## config.mk

```make
export PLATFORM = sky130hd
export DESIGN_NAME = id_hazard_forward_unit_flat
export DESIGN_NICKNAME = d
export VERILOG_FILES = /design/src/rtl/id_hazard_forward_unit_if.sv /design/src/rtl/id_hazard_forward_unit.sv /design/src/flat_wrapper.sv
export SDC_FILE = /design/constraint.sdc
export NUM_CORES = 1
export LEC_CHECK = 0
export CAP_MARGIN = 20
export CORE_UTILIZATION = 30
export DETAILED_ROUTE_END_ITERATION = 10
export GPL_TIMING_DRIVEN = 0
export PLACE_DENSITY_LB_ADDON = 0.2
export SETUP_SLACK_MARGIN = 0.05
export SLEW_MARGIN = 20
export SYNTH_ARGS = -nofsm -noshare
export SYNTH_HDL_FRONTEND = slang
export SYNTH_SLANG_ARGS = --single-unit
export TNS_END_PERCENT = 20
```

## constraint.sdc

```tcl
create_clock -name Clk -period 2.3 [get_ports Clk]
set_input_delay 0.23 -clock Clk [delete_from_list [all_inputs] [get_ports Clk]]
set_output_delay 0.23 -clock Clk [all_outputs]
set_load 0.03 [all_outputs]
```

## src/rtl/id_hazard_forward_unit_if.sv

```systemverilog
// Bundle between the ID stage / downstream pipeline stages and the
// hazard/forward unit. The pipeline side drives the master modport, the
// unit uses the slave modport.
interface id_hazard_forward_unit_if #(
  parameter int NUM_SRC    = 2,
  parameter int NUM_STAGES = 3,
  parameter int AW         = 5,
  parameter int CNT_W      = 32
);
  localparam int SELW = $clog2(NUM_STAGES + 1);

  logic                       id_valid;
  logic [NUM_SRC*AW-1:0]      id_src_addr;
  logic [NUM_SRC-1:0]         id_src_used;
  logic [NUM_STAGES-1:0]      stg_wr_en;
  logic [NUM_STAGES*AW-1:0]   stg_wr_addr;
  logic [NUM_STAGES-1:0]      stg_rdy;
  logic [NUM_SRC*SELW-1:0]    fwd_sel;
  logic                       stall;
  logic                       bubble;
  logic                       hazard_err;
  logic [CNT_W-1:0]           stall_total;

  modport master (
    output id_valid, id_src_addr, id_src_used, stg_wr_en, stg_wr_addr, stg_rdy,
    input  fwd_sel, stall, bubble, hazard_err, stall_total
  );

  modport slave (
    input  id_valid, id_src_addr, id_src_used, stg_wr_en, stg_wr_addr, stg_rdy,
    output fwd_sel, stall, bubble, hazard_err, stall_total
  );
endinterface

```

## src/rtl/id_hazard_forward_unit.sv

```systemverilog
// ID-stage forwarding and stall controller. For every source operand the
// youngest in-flight writer of the same register is selected; if that writer
// cannot forward yet, ID stalls. Stall episodes are tracked by a RUN/STALL
// FSM with a consecutive-stall watchdog and a saturating stall counter.
module id_hazard_forward_unit #(
  parameter int NUM_SRC    = 2,
  parameter int NUM_STAGES = 3,
  parameter int AW         = 5,
  parameter int MAX_STALL  = 4,
  parameter int CNT_W      = 32
) (
  input  logic                    Clk,
  input  logic                    Rst,
  id_hazard_forward_unit_if.slave bus
);
  localparam int SELW = $clog2(NUM_STAGES + 1);
  // run counter only needs to reach MAX_STALL+1 to flag the overrun
  localparam int RUNW = $clog2(MAX_STALL + 2);
  localparam logic [RUNW-1:0] RUN_SAT = RUNW'(MAX_STALL + 1);
  localparam logic [RUNW-1:0] RUN_MAX = RUNW'(MAX_STALL);

  typedef enum logic {ST_RUN, ST_STALL} state_t;

  state_t                  r_state;
  state_t                  w_state_next;
  logic [RUNW-1:0]         r_run_cnt;
  logic [RUNW-1:0]         w_run_next;
  logic                    r_hazard_err;
  logic [CNT_W-1:0]        r_stall_total;
  logic [NUM_SRC*SELW-1:0] w_fwd_sel;
  logic [NUM_SRC-1:0]      w_haz;
  logic                    w_found;
  logic                    w_stall;
  logic                    w_err_set;

  function automatic logic [CNT_W-1:0] sat_inc_total(input logic [CNT_W-1:0] v);
    return (&v) ? v : v + CNT_W'(1);
  endfunction

  function automatic logic [RUNW-1:0] sat_inc_run(input logic [RUNW-1:0] v);
    return (v >= RUN_SAT) ? RUN_SAT : v + RUNW'(1);
  endfunction

  // Per operand: first (youngest) matching writer decides forward vs hazard
  always_comb begin
    w_fwd_sel = '0;
    w_haz     = '0;
    w_found   = 1'b0;
    for (int j = 0; j < NUM_SRC; j++) begin
      w_found = 1'b0;
      for (int i = 0; i < NUM_STAGES; i++) begin
        if (!w_found && bus.id_src_used[j] &&
            (bus.id_src_addr[j*AW +: AW] != '0) && bus.stg_wr_en[i] &&
            (bus.stg_wr_addr[i*AW +: AW] == bus.id_src_addr[j*AW +: AW])) begin
          w_found = 1'b1;
          if (bus.stg_rdy[i]) w_fwd_sel[j*SELW +: SELW] = SELW'(i + 1);
          else                w_haz[j] = 1'b1;
        end
      end
    end
    if (!bus.id_valid || Rst) begin
      w_fwd_sel = '0;
      w_haz     = '0;
    end
  end

  assign w_stall = |w_haz;

  // Next state and consecutive-stall count
  always_comb begin
    w_state_next = r_state;
    w_run_next   = '0;
    case (r_state)
      ST_RUN: begin
        if (w_stall) begin
          w_state_next = ST_STALL;
          w_run_next   = RUNW'(1);
        end
      end
      ST_STALL: begin
        if (w_stall) w_run_next = sat_inc_run(r_run_cnt);
        else         w_state_next = ST_RUN;
      end
      default: w_state_next = ST_RUN;
    endcase
  end

  assign w_err_set = (w_run_next > RUN_MAX);

  // State register, sticky watchdog flag and saturating stall counter
  always_ff @(posedge Clk) begin
    if (Rst) begin
      r_state       <= ST_RUN;
      r_run_cnt     <= '0;
      r_hazard_err  <= 1'b0;
      r_stall_total <= '0;
    end else begin
      r_state   <= w_state_next;
      r_run_cnt <= w_run_next;
      if (w_err_set) r_hazard_err  <= 1'b1;
      if (w_stall)   r_stall_total <= sat_inc_total(r_stall_total);
    end
  end

  assign bus.fwd_sel     = w_fwd_sel;
  assign bus.stall       = w_stall;
  assign bus.bubble      = w_stall;
  assign bus.hazard_err  = r_hazard_err;
  assign bus.stall_total = r_stall_total;
endmodule

```

## src/flat_wrapper.sv

```systemverilog
// flat-port wrapper written by rule: the top's interface ports become plain ports
module id_hazard_forward_unit_flat 
#(
  parameter int NUM_SRC    = 2,
  parameter int NUM_STAGES = 3,
  parameter int AW         = 5,
  parameter int MAX_STALL  = 4,
  parameter int CNT_W      = 32
)
  (Clk, Rst, bus_id_valid, bus_id_src_addr, bus_id_src_used, bus_stg_wr_en, bus_stg_wr_addr, bus_stg_rdy, bus_fwd_sel, bus_stall, bus_bubble, bus_hazard_err, bus_stall_total);
  id_hazard_forward_unit_if #(.NUM_SRC(NUM_SRC), .NUM_STAGES(NUM_STAGES), .AW(AW), .CNT_W(CNT_W)) bus_i ();
  input  logic Clk;
  input  logic Rst;
  input wire logic [$bits(bus_i.id_valid)-1:0] bus_id_valid;
  input wire logic [$bits(bus_i.id_src_addr)-1:0] bus_id_src_addr;
  input wire logic [$bits(bus_i.id_src_used)-1:0] bus_id_src_used;
  input wire logic [$bits(bus_i.stg_wr_en)-1:0] bus_stg_wr_en;
  input wire logic [$bits(bus_i.stg_wr_addr)-1:0] bus_stg_wr_addr;
  input wire logic [$bits(bus_i.stg_rdy)-1:0] bus_stg_rdy;
  output wire logic [$bits(bus_i.fwd_sel)-1:0] bus_fwd_sel;
  output wire logic [$bits(bus_i.stall)-1:0] bus_stall;
  output wire logic [$bits(bus_i.bubble)-1:0] bus_bubble;
  output wire logic [$bits(bus_i.hazard_err)-1:0] bus_hazard_err;
  output wire logic [$bits(bus_i.stall_total)-1:0] bus_stall_total;
  assign bus_i.id_valid = bus_id_valid;
  assign bus_i.id_src_addr = bus_id_src_addr;
  assign bus_i.id_src_used = bus_id_src_used;
  assign bus_i.stg_wr_en = bus_stg_wr_en;
  assign bus_i.stg_wr_addr = bus_stg_wr_addr;
  assign bus_i.stg_rdy = bus_stg_rdy;
  assign bus_fwd_sel = bus_i.fwd_sel;
  assign bus_stall = bus_i.stall;
  assign bus_bubble = bus_i.bubble;
  assign bus_hazard_err = bus_i.hazard_err;
  assign bus_stall_total = bus_i.stall_total;
  id_hazard_forward_unit #(.NUM_SRC(NUM_SRC), .NUM_STAGES(NUM_STAGES), .AW(AW), .MAX_STALL(MAX_STALL), .CNT_W(CNT_W)) u_core (.Clk(Clk), .Rst(Rst), .bus(bus_i));
endmodule
```

== Word-level counts from Yosys, hierarchy flattened ==
Index checks and enable logic that the tools add are counted.
Word-level totals
  register bits: 37
  input port bits: 36
Cells by class
  add/sub/neg operators: 2
  order comparisons: 2
  equality and inequality tests: 6
  mux-type cells: 33
  bitwise gates (word level): 2
  reduce and logical (&&, ||, !) cells: 33
Operators with widths (count)
  $add 32x1->32 const B: 1
  $reduce_and 32->1: 1
  $eq 5x5->1: 6
  $logic_and 1x1->1: 22
  $mux 2: 10
  $mux 1: 19
  $reduce_bool 5->1: 2
  $mux 3: 2
  $pmux 3 s2: 1
  $logic_not 1->1: 5
  $mux 4: 1
  $add 3x1->3 const B: 1
  $ge 3x3->1 const B: 1
  $gt 3x3->1 const B: 1
  $not 1->1: 2
  $reduce_and 2->1: 1
  $reduce_or 2->1: 1
  $logic_or 1x1->1: 1

== Logic depth before layout (Yosys ltp) ==
  depth after elaboration: 22
  depth in mapped cells: 10

== Least setup slack after synthesis ==
No wires, ideal clock.
  path type: register -> register
  start point: register u_core.r_stall_total[2], in the netlist u_core.bus.stall_total[2]
  end point: register u_core.r_stall_total[27], in the netlist u_core.bus.stall_total[27]
  data arrival time: 2.645 ns
  data required time: 2.177 ns
  path slack: -0.469 ns
  cell stages (with the launch flop): 10
  clock period less this slack: 2.769 ns
  path through: dfxtp_1 and4_1 and4_1 clkbuf_1 nand4bb_1 and2_0 a222oi_1 buf_2 nor3_1 mux2_1
Between the ends
  longest elaborated chain between the ends: 3
RTL lines
  start, declared: RTL line id_hazard_forward_unit.sv:29  | logic [CNT_W-1:0] r_stall_total;
  start signal, assigned: RTL line id_hazard_forward_unit.sv:101  | if (w_stall) r_stall_total <= sat_inc_total(r_stall_total);
  parallel branches: the longest is 3 deep, another holds $add 32x1->32
Several ways; the timed one is not identified.
A chain may end at the register's enable or synchronous reset.

== Worst setup path in the final report ==
  start point: register u_core.r_stall_total[5], in the netlist u_core.bus.stall_total[5]
  end point: register u_core.r_stall_total[17], in the netlist u_core.bus.stall_total[17]
The elaborated chain is that of the path after synthesis.

==> flow_summary.html <==
<table>
<tr><th>Metric</th><th>Value</th></tr>
<tr><th colspan="2">Clock tree</th></tr>
<tr><td>CTS tree</td><td>done</td></tr>
<tr><td>Total clock sinks</td><td>37</td></tr>
<tr><td>Post-cts hold buffer count</td><td>0</td></tr>
<tr><td>Maximum clock insertion buffer count</td><td>2</td></tr>
<tr><td>Max H-tree Level</td><td>2</td></tr>
<tr><td>Clock root cell</td><td>sky130_fd_sc_hd__clkbuf_8</td></tr>
<tr><td>Clock Pin Slew Worst Setup and Hold Paths</td><td>0.08 ns</td></tr>
<tr><td>Clock latency on the worst-skew pair</td><td>0.29 ns</td></tr>
<tr><td>TritonCTS buffer count</td><td>5</td></tr>
<tr><th colspan="2">Synth</th></tr>
<tr><td>Primary FF master, synth</td><td>sky130_fd_sc_hd__dfxtp_1</td></tr>
<tr><td>Number of standard cells after synthesis</td><td>302</td></tr>
<tr><td>Number of enable-type register cells in the synthesized netlist</td><td>0</td></tr>
<tr><td>Total number of yosys warnings</td><td>0</td></tr>
<tr><td>Number of distinct library cells after synthesis</td><td>43</td></tr>
<tr><td>Post-synth top cells</td><td>sky130_fd_sc_hd__dfxtp_1 (37), sky130_fd_sc_hd__nand2_1 (27), sky130_fd_sc_hd__xnor2_1 (22)</td></tr>
<tr><td>Largest cells by area after synthesis</td><td>sky130_fd_sc_hd__dfxtp_1 (31%), sky130_fd_sc_hd__xnor2_1 (8.0%), sky130_fd_sc_hd__mux2_1 (4.7%)</td></tr>
<tr><td>Count leader, synth</td><td>sky130_fd_sc_hd__dfxtp_1</td></tr>
<tr><td>Dominant cell type by area after synthesis</td><td>sky130_fd_sc_hd__dfxtp_1</td></tr>
<tr><td>Async SR Flop Fraction</td><td>0%</td></tr>
<tr><td>Synthesized net count</td><td>341</td></tr>
<tr><td>Area fraction of the dominant cell type after synthesis</td><td>30.9%</td></tr>
<tr><td>Yosys reg bits</td><td>37</td></tr>
<tr><td>Sequential share of the synthesized area</td><td>30.9%</td></tr>
<tr><td>Netlist Area Pre-Place</td><td>2400 um^2</td></tr>
<tr><td>Post-Syn Area per Cell</td><td>7.94 um^2</td></tr>
<tr><th colspan="2">Worst setup path</th></tr>
<tr><td>Depth of the worst register-to-register path</td><td>10</td></tr>
<tr><td>CP Capture Point</td><td>u_core.bus.stall_total[17]</td></tr>
<tr><td>Reg2Reg Setup Slack</td><td>-0.08 ns</td></tr>
<tr><td>Highest-delay cell along the critical path</td><td>sky130_fd_sc_hd__dfxtp_4</td></tr>
<tr><td>Reg-to-reg endpoint</td><td>u_core.bus.stall_total[17]</td></tr>
<tr><td>Startpoint of the worst setup timing path</td><td>u_core.bus.stall_total[5]</td></tr>
<tr><td>CP cell instances</td><td>and4_4, and4_1, clkbuf_8, nand4bb_4, and2_4, a222oi_1, buf_4, buf_8, nor3_1, mux2_1</td></tr>
<tr><td>Worst reg2reg path startpoint</td><td>u_core.bus.stall_total[5]</td></tr>
<tr><td>Maximum cell stage delay along the critical path</td><td>0.34 ns</td></tr>
<tr><td>Largest driver fanout on the critical path</td><td>8</td></tr>
<tr><td>Arrival time at the worst endpoint</td><td>2.56 ns</td></tr>
<tr><td>Sort of element at the start of the critical path</td><td>flop</td></tr>
<tr><td>Critical path endpoint category</td><td>flop</td></tr>
<tr><td>WS Path Type</td><td>flop to flop</td></tr>
<tr><td>Data required, critical path</td><td>2.48 ns</td></tr>
<tr><th colspan="2">Finish</th></tr>
<tr><td>Register cell area after layout</td><td>778 um^2</td></tr>
<tr><td>Proportion of layout cells with a drive suffix above 1</td><td>24.9%</td></tr>
<tr><td>Final net count</td><td>440</td></tr>
<tr><td>Fill cells</td><td>749</td></tr>
<tr><td>Antenna Diode Count</td><td>0</td></tr>
<tr><td>Layout Utilization</td><td>49.5%</td></tr>
<tr><td>P&amp;R area growth vs syn</td><td>59.4%</td></tr>
<tr><td>Area of the multi-input gates</td><td>1790 um^2</td></tr>
<tr><th colspan="2">Power and ir drop</th></tr>
<tr><td>Power density relative to cell area</td><td>361 nW/um^2</td></tr>
<tr><td>Maximum VDD drop</td><td>0.257 mV</td></tr>
<tr><td>Post-route total power</td><td>1380 uW</td></tr>
<tr><td>Static power due to leakage</td><td>0.00148 uW</td></tr>
<tr><th colspan="2">Floorplan</th></tr>
<tr><td>Horiz. Die Dim</td><td>91.4 um</td></tr>
<tr><td>Area of the die</td><td>8360 um^2</td></tr>
<tr><td>I/O pin count</td><td>75</td></tr>
<tr><td>Initial cell density of the core</td><td>31.0%</td></tr>
<tr><td>Count of standard-cell rows</td><td>32</td></tr>
<tr><td>DIE HEIGHT</td><td>91.4 um</td></tr>
<tr><td>Core box area</td><td>7730 um^2</td></tr>
<tr><th colspan="2">STA</th></tr>
<tr><td>Slew HR</td><td>62.3%</td></tr>
<tr><td>Finish-stage setup viols</td><td>13</td></tr>
<tr><td>Portion of the clock cycle consumed by the worst path in the final layout</td><td>104%</td></tr>
<tr><td>Time the worst path needs with I/O delays and setup</td><td>2.38 ns</td></tr>
<tr><td>Number of max-slew violations in the final report</td><td>0</td></tr>
<tr><td>Maximum operating frequency</td><td>420 MHz</td></tr>
<tr><td>Largest clock skew in the final design</td><td>0.00448 ns</td></tr>
<tr><td>Transition time of the tightest slew-check pin</td><td>0.565 ns</td></tr>
<tr><td>Setup WS post-layout</td><td>-0.0810 ns</td></tr>
<tr><td>Worst hold margin</td><td>0.469 ns</td></tr>
<tr><td>RSZ-0062 raised after global routing</td><td>true</td></tr>
<tr><td>Number of endpoints with negative hold slack in the final report</td><td>0</td></tr>
<tr><th colspan="2">Route</th></tr>
<tr><td>Number of iterations in the first detailed-routing pass</td><td>4</td></tr>
<tr><td>Average vias per placed instance</td><td>5.20</td></tr>
<tr><td>DRT Wirelength</td><td>7680 um</td></tr>
<tr><td>DRC</td><td>0</td></tr>
<tr><td>Average detailed-routed wire length per instance</td><td>15.2 um</td></tr>
<tr><td>Drt initial violations</td><td>81</td></tr>
<tr><td>Vias after detailed routing</td><td>2,622</td></tr>
<tr><td>Antenna viol nets, final</td><td>0</td></tr>
<tr><th colspan="2">Global routing</th></tr>
<tr><td>Total Routing Usage GR</td><td>18.7%</td></tr>
<tr><td>Wire length of the first global-routing pass</td><td>12,400 um</td></tr>
<tr><td>GR Overflow Total</td><td>0</td></tr>
<tr><td>Number of global-route vias before repair</td><td>2,512</td></tr>
<tr><td>Initial antenna violation count</td><td>0</td></tr>
<tr><td>Maximum number of pins on one net before global-route repair</td><td>12</td></tr>
<tr><th colspan="2">Placed design</th></tr>
<tr><td>Worst slack after detailed placement</td><td>-1.04 ns</td></tr>
<tr><td>Number of input and output port buffers inserted</td><td>74</td></tr>
<tr><td>Detail Placement HPWL</td><td>5390 um</td></tr>
<tr><td>RePlAce Congestion</td><td>0.797</td></tr>
<tr><th colspan="2">Min path</th></tr>
<tr><td>Worst hold-check path type</td><td>flop to flop</td></tr>
<tr><th colspan="2">Status</th></tr>
<tr><td>Failing checks</td><td>negative setup slack</td></tr>
<tr><td>Result of the run</td><td>finished, violations left</td></tr>
<tr><th colspan="2">Flow run</th></tr>
<tr><td>Max-cap viol count</td><td>0</td></tr>
</table>
worst min-delay path by stage:
stage | start | endpoint | slack, ns | depth (start not counted)
2_1_floorplan | Rst | u_core.bus.stall_total[3] | 0.39 | 2
3_3_place_gp | u_core.bus.hazard_err | u_core.bus.hazard_err | 0.46 | 2
3_5_place_dp | u_core.bus.hazard_err | u_core.bus.hazard_err | 0.47 | 2
4_1_cts | u_core.bus.hazard_err | u_core.bus.hazard_err | 0.48 | 2
5_1_grt | u_core.bus.hazard_err | u_core.bus.hazard_err | 0.51 | 2
6_report | u_core.bus.hazard_err | u_core.bus.hazard_err | 0.47 | 2
state kept, by name, indices dropped and copies added, names as in the netlist:
signal                  flops
u_core.bus.stall_total     32
u_core.r_run_cnt            3
u_core.bus.hazard_err       1
u_core.r_state              1
worst max-delay path: cells and delay by family (launching register included):
kind,cells,cell delay [ns]
buffers and inverters,3,0.55
DFF,1,0.34
and+or+nand+nor,5,0.79
AOI/OAI and AO/OA,1,0.27
muxes,1,0.32
kinds of logic after synthesis:
kind of cell,after synthesis,synth area share [%]
AO/OA/AOI/OAI,51,12.8
multiplexers,12,5.58
adder cells (fa/ha/maj),3,1.57
XOR/XNOR,31,11.3
buffers and inverters,19,3.60
AND/OR/NAND/NOR,149,34.3
flip-flops,37,30.9
layout by cell type (no fill, tap or decap), types with 7 or more instances in the layout:
cell                               n
sky130_fd_sc_hd__a21oi_1          15
sky130_fd_sc_hd__buf_2             9
sky130_fd_sc_hd__buf_4            18
sky130_fd_sc_hd__clkbuf_1          7
sky130_fd_sc_hd__clkbuf_8          7
sky130_fd_sc_hd__clkdlybuf4s50_1  43
sky130_fd_sc_hd__dfxtp_1          17
sky130_fd_sc_hd__dfxtp_2          15
sky130_fd_sc_hd__dlygate4sd2_1    16
sky130_fd_sc_hd__nand2_1          26
sky130_fd_sc_hd__nand3_1          12
sky130_fd_sc_hd__nand4_1          13
sky130_fd_sc_hd__nor2_1           21
sky130_fd_sc_hd__nor2b_1          18
sky130_fd_sc_hd__o21ai_0          12
sky130_fd_sc_hd__o21ai_1           7
sky130_fd_sc_hd__or3_1            14
sky130_fd_sc_hd__or4_1             7
sky130_fd_sc_hd__xnor2_1          22
sky130_fd_sc_hd__xor2_1            9
layer usage:
layer	vias to the layer above	GRT usage (%)	routed length [um]
met2	50	31.7	3730
met3	9	2.76	306
met4	0	4.89	86
li1	1291	-	-
met1	1272	24.6	3560
met5	-	0	0
power breakdown:
part / internal [uW] / switching [uW] / leakage [uW] / total [uW]
registers: 634 / 0.504 / 0.000310 / 635
logic: 93.9 / 99.7 / 0.00112 / 194
clock network: 310 / 242 / 0.0000566 / 552
total: 1040 / 342 / 0.00148 / 1380
timing repair:
action,in CTS,in global routing
gates cloned,2,0
resized for setup,115,32
setup endpoints to repair,39,37
buffers inserted,13,3
pin swaps,22,9
per-stage QoR:
step                instances  area, um^2  TNS, ns
global placement          478        3310   -35.72
detailed placement        478        3310   -35.41
CTS                       501        3710  -0.0705
global route              504        3820    -4.11
floorplan                 302        2450    -2.42
finish                    504        3820   -0.490
final cells by class:
type / instances / share of cell area, %
Multi-Input combinational cell: 246 / 46.9
Timing Repair Buffer: 92 / 22.7
Sequential cell: 37 / 20.4
Tap cell: 102 / 3.34
Buffer: 14 / 3.21
Clock buffer: 8 / 2.91
Inverter: 5 / 0.491
No activity file was read; power rests on OpenSTA's default activity.
